[src/rtl/vga_pattern_gen.sv]
// RGB565 test-pattern generator: vertical bars, horizontal bars, checkerboard or solid colour.
// Bar position comes from incremental pixel/line counters; the RGB output is registered one clock after video_on.
module vga_pattern_gen #(
    parameter int H_PIXELS          = 800,
    parameter int V_PIXELS          = 600,
    parameter int NUMBER_OF_COLUMNS = 8,
    parameter int NUMBER_OF_ROWS    = 8,
    parameter int PIXEL_GEN_BITS    = 12
) (
    input  logic                      clk,
    input  logic                      rst_n,
    input  logic [PIXEL_GEN_BITS-1:0] pixel_x,
    input  logic                      video_on,
    input  logic                      frame_start,
    input  logic [1:0]                mode,
    input  logic [15:0]               solid_rgb,
    output logic [4:0]                RED_OUT,
    output logic [5:0]                GREEN_OUT,
    output logic [4:0]                BLUE_OUT,
    output logic                      video_on_out
);

    localparam int CW    = PIXEL_GEN_BITS;
    localparam int COL_W = H_PIXELS / NUMBER_OF_COLUMNS;
    localparam int ROW_H = V_PIXELS / NUMBER_OF_ROWS;

    localparam logic [CW-1:0] COL_CNT_LAST = CW'(COL_W - 1);
    localparam logic [CW-1:0] COL_IDX_LAST = CW'(NUMBER_OF_COLUMNS - 1);
    localparam logic [CW-1:0] ROW_CNT_LAST = CW'(ROW_H - 1);
    localparam logic [CW-1:0] ROW_IDX_LAST = CW'(NUMBER_OF_ROWS - 1);

    localparam logic [1:0] MODE_VBARS   = 2'd0;
    localparam logic [1:0] MODE_HBARS   = 2'd1;
    localparam logic [1:0] MODE_CHECKER = 2'd2;

    logic [CW-1:0] col_cnt_q, col_cnt_d;
    logic [CW-1:0] col_idx_q, col_idx_d;
    logic [CW-1:0] row_cnt_q, row_cnt_d;
    logic [CW-1:0] row_idx_q, row_idx_d;
    logic [1:0]    mode_lat_q, mode_lat_d;
    logic [15:0]   solid_lat_q, solid_lat_d;
    logic [15:0]   rgb_q, rgb_d;
    logic          video_on_q, video_on_d;
    logic [15:0]   colour;
    logic          line_end;

    // Bar timing is purely counter based; pixel_x is accepted only for pin compatibility.
    logic unused_pixel_x;
    assign unused_pixel_x = ^pixel_x;

    function automatic logic [15:0] palette(input logic [2:0] idx);
        case (idx)
            3'd0:    palette = 16'hFFFF;
            3'd1:    palette = 16'hFFE0;
            3'd2:    palette = 16'h07FF;
            3'd3:    palette = 16'h07E0;
            3'd4:    palette = 16'hF81F;
            3'd5:    palette = 16'hF800;
            3'd6:    palette = 16'h001F;
            default: palette = 16'h0000;
        endcase
    endfunction

    assign line_end = video_on_q & ~video_on;

    always_comb begin
        col_cnt_d = '0;
        col_idx_d = '0;
        if (video_on) begin
            if (col_cnt_q == COL_CNT_LAST) begin
                col_idx_d = (col_idx_q == COL_IDX_LAST) ? col_idx_q : col_idx_q + 1'b1;
            end else begin
                col_cnt_d = col_cnt_q + 1'b1;
                col_idx_d = col_idx_q;
            end
        end
    end

    always_comb begin
        row_cnt_d = row_cnt_q;
        row_idx_d = row_idx_q;
        if (frame_start) begin
            row_cnt_d = '0;
            row_idx_d = '0;
        end else if (line_end) begin
            if (row_cnt_q == ROW_CNT_LAST) begin
                row_cnt_d = '0;
                row_idx_d = (row_idx_q == ROW_IDX_LAST) ? row_idx_q : row_idx_q + 1'b1;
            end else begin
                row_cnt_d = row_cnt_q + 1'b1;
            end
        end
    end

    always_comb begin
        mode_lat_d  = frame_start ? mode      : mode_lat_q;
        solid_lat_d = frame_start ? solid_rgb : solid_lat_q;
    end

    always_comb begin
        case (mode_lat_q)
            MODE_VBARS:   colour = palette(col_idx_q[2:0]);
            MODE_HBARS:   colour = palette(row_idx_q[2:0]);
            MODE_CHECKER: colour = (col_idx_q[0] ^ row_idx_q[0]) ? 16'h0000 : 16'hFFFF;
            default:      colour = solid_lat_q;
        endcase
        rgb_d      = video_on ? colour : 16'h0000;
        video_on_d = video_on;
    end

    always_ff @(posedge clk or negedge rst_n) begin
        if (!rst_n) begin
            col_cnt_q   <= '0;
            col_idx_q   <= '0;
            row_cnt_q   <= '0;
            row_idx_q   <= '0;
            mode_lat_q  <= 2'd0;
            solid_lat_q <= 16'h0000;
            rgb_q       <= 16'h0000;
            video_on_q  <= 1'b0;
        end else begin
            col_cnt_q   <= col_cnt_d;
            col_idx_q   <= col_idx_d;
            row_cnt_q   <= row_cnt_d;
            row_idx_q   <= row_idx_d;
            mode_lat_q  <= mode_lat_d;
            solid_lat_q <= solid_lat_d;
            rgb_q       <= rgb_d;
            video_on_q  <= video_on_d;
        end
    end

    assign RED_OUT      = rgb_q[15:11];
    assign GREEN_OUT    = rgb_q[10:5];
    assign BLUE_OUT     = rgb_q[4:0];
    assign video_on_out = video_on_q;

endmodule

[config.mk]
export PLATFORM = sky130hd
export DESIGN_NAME = vga_pattern_gen
export DESIGN_NICKNAME = d
export VERILOG_FILES = /design/src/rtl/vga_pattern_gen.sv
export SDC_FILE = /design/constraint.sdc
export NUM_CORES = 1
export LEC_CHECK = 0
export BUFFER_PORTS_ARGS = -buffer_cell sky130_fd_sc_hd__buf_2
export CAP_MARGIN = 20
export CORE_MARGIN = 2
export CORE_UTILIZATION = 52
export CTS_CLUSTER_DIAMETER = 50
export DETAILED_ROUTE_END_ITERATION = 10
export PLACE_DENSITY = 0.76
export SLEW_MARGIN = 10
export SYNTH_ARGS = -nofsm -noshare
export SYNTH_HDL_FRONTEND = slang
export SYNTH_SLANG_ARGS = --single-unit
[constraint.sdc]
create_clock -name clk -period 2.2 [get_ports clk]
set_clock_uncertainty 0.15 [all_clocks]
set_input_delay 0 -clock clk [delete_from_list [all_inputs] [get_ports clk]]
set_output_delay 0 -clock clk [all_outputs]
set_load 0.05 [all_outputs]
==> impl_metrics.ini <==
[job]
cap_violations = 0

[setup_path]
reg2reg_from = col_cnt_q[1]
arrival_ps = 2330
crit_path_end_kind = flip-flop
crit_path_start_kind = flip-flop
r2r_setup_slack_ps = -30
critPathKind = flip-flop to flip-flop
crit_required_ps = 2300
path_max_fanout = 4
reg2reg_depth = 5
r2r_end = col_idx_q[11]

[clock_tree]
cts_made_buffers = 9
cts_tree = built
clk_path_buf_depth = 2
root_buffer = clkbuf_8
h-tree-depth = 3
clock_latency_ps = 360
clk_pin_slew_ps = 90
clock-sinks = 83

[synthesis]
synth_edf_count = 0
synth_nets = 421
yosysTopAreaCell = dfrtp_1
synth_xor_area_share_pct = 3.04
synth_common_cells = 83 x dfrtp_1, 30 x nor2_1, 22 x mux2_2
synth_compound_area_share_pct = 11.8
synth_seq_area_share_pct = 51.5
synthAdderAreaFrac_pct = 4.03
synth_top_family_by_area = simple AND/OR/NAND/NOR gates
synth_flop_cell = dfrtp_1
yosysMostFrequentCell = dfrtp_1
async_reset_ff_share_pct = 100
synth_cells = 374
synth_cell_types = 49
synth.avg_cell_area_um2 = 10.8
synth.area.top_cells = dfrtp_1 51%, mux2_2 6.1%, ha_1 4.0%, nor2_1 2.8%, o21a_1 2.4%
synth_mux_area_share_pct = 7.88
netlist_area_mm2 = 0.00403
ys_ff_latch = 83
synth_top_area_share_pct = 51.5
yosysWarnings = 0
synth_simple_gate_area_share_pct = 19.2

[routing]
drtPass1Iterations = 4
wl_per_cell_um = 15.1
drtAntennaViolNets = 0
dr.first_iter.drc_count = 132
drc_errors = 0
via_count = 3145
wl_um = 8540
vias_per_cell = 5.55

[sta]
fmax_mhz = 448
post-route-period-util_pct = 101
fin_setup_tns_ps = -32.5
worst_pin_slew_ps = 615
fin_ws_ps = -32.5
period_minus_slack_ps = 2230
setup_viol_count_final = 1
finalHoldViolCount = 0
whs_ps = 54.8
drv_slew = 0
max-slew-margin-rel_pct = 58.9
rsz0062_at_grt = yes

[placed_design]
routabilityCongestion = 0.829
detailed_place_hpwl_um = 5410
port_buffers = 38
dpl-instance-area_mm2 = 0.00450

[final_layout]
regArea_mm2 = 0.00208
fill_cells = 558
drive_above_1_share_pct = 26.2
diodes = 0
finish.instance_area_mm2 = 0.00504
multiInputGateArea_mm2 = 0.00191
fin_util_pct = 66.2
fin_nets = 507
area_delta_synth_final_pct = 24.9

[die]
io_pins = 51
rows = 32
core_mm2 = 0.00761
initial_core_util_pct = 53.0
chipHeight_um = 92.1
dieArea_mm2 = 0.00848
die_x_um = 92.1

[global_routing]
overflow = 0
gr-usage-all-layers_pct = 21.0
antenna_found_initial = 0
grt_start_max_net_pins = 47
grt_pass1_vias = 3097
grt_pass1_wl_um = 14300

[power_and_ir_drop]
power_density_mw_per_mm2 = 736
leakage_nw = 2.25
ir_worst_vdd_mv = 0.687

[outcome]
status = finished with violations
violations = setup timing

[min_path]
hold_class = primary input to async pin
## flip-flops by register name (all words and copies together) (netlist names)
name,cells
row_idx_q,12
row_cnt_q,12
col_cnt_q,12
mode_lat_q,2
solid_lat_q,16
rgb_q,16
col_idx_q,12
video_on_out,1
## per-stage QoR
| step | power (mW) | instances | setup slack, ps |
|---|---|---|---|
| 6_report | 3.71 | 567 | -32.5 |
| 5_1_grt | 3.88 | 567 | -75.8 |
| 4_1_cts | 3.69 | 564 | -0.694 |
| 3_5_place_dp | 2.39 | 524 | -118 |
| 3_3_place_gp | 2.36 | 524 | -50.8 |
| 2_1_floorplan | 2.18 | 374 | 0.906 |
## power breakdown
part           internal [mW]  switching (mW)  leakage [nW]  total (mW)
combinational          0.272           0.457          1.04       0.729
clock                  0.662           0.608         0.117        1.27
sequential              1.64          0.0738          1.09        1.71
## repair_timing
item / in CTS / in global routing
setup endpoints to repair: 8 / 23
buffers inserted: 3 / 3
hold endpoints to repair: 117 / 0
resized for setup: 1 / 10
pin swaps: 2 / 14
hold buffers: 21 / 0
## worst max-delay path, cell delays in order (launching register included)
cell      delay, ps
dfrtp_1         370
ha_2            180
or4b_4          460
o31a_1          350
and4bb_2        320
mux2_4          290
## cells in the final DEF (no fill, tap or decap), drive strengths merged, types with 2 or more instances in the layout
cell type,count
mux2,22
a21oi,14
or3,13
o211ai,2
nor4b,6
mux2i,7
bufinv,2
or4,7
nand2,19
ha,13
nor3,3
dlygate4sd3,21
xnor2,6
clkbuf,9
nor2b,5
and3,4
and4,3
buf,69
xor2,8
nand3,15
inv,15
o31ai,9
o2111ai,2
o21ai,17
nor2,30
and2,5
nand4,9
nor4,5
o31a,2
dfrtp,83
o21a,13
nand2b,7
a21boi,5
## per-layer routing
metal	GRT usage [%]	up-vias	share of wire (%)
met3	5.09	9	4.4
li1	-	1528	-
met5	0	-	0
met4	7.09	0	1.1
met2	34.9	64	49
met1	27.2	1544	45
## worst max-delay path by stage
stage	cells after the start	endpoint	slack [ps]	startpoint
after global routing	5	col_idx_q[11]	-80	col_cnt_q[1]
after floorplan	5	col_idx_q[11]	0.9	col_cnt_q[0]
final	5	col_idx_q[11]	-30	col_cnt_q[1]
after CTS	4	col_idx_q[10]	-0.7	col_cnt_q[8]
after global placement	5	col_idx_q[11]	-50	col_cnt_q[1]
after detailed placement	5	col_idx_q[10]	-120	col_cnt_q[1]
## final cells by class
| cell class | instances | share of cell area (%) |
|---|---|---|
| Clock buffer | 9 | 2.46 |
| Multi-Input combinational cell | 265 | 37.9 |
| Tap cell | 102 | 2.53 |
| Clock inverter | 7 | 2.11 |
| Sequential cell | 83 | 41.3 |
| Timing Repair Buffer | 90 | 12.9 |
| Inverter | 11 | 0.819 |
## kinds of logic after synthesis
group	count (synthesis)
simple gates	137
flops	83
compound gates	72
mux	29
buf+inv	26
xor+xnor	14
fa+ha+maj	13
No activity file was read; power rests on OpenSTA's default activity.
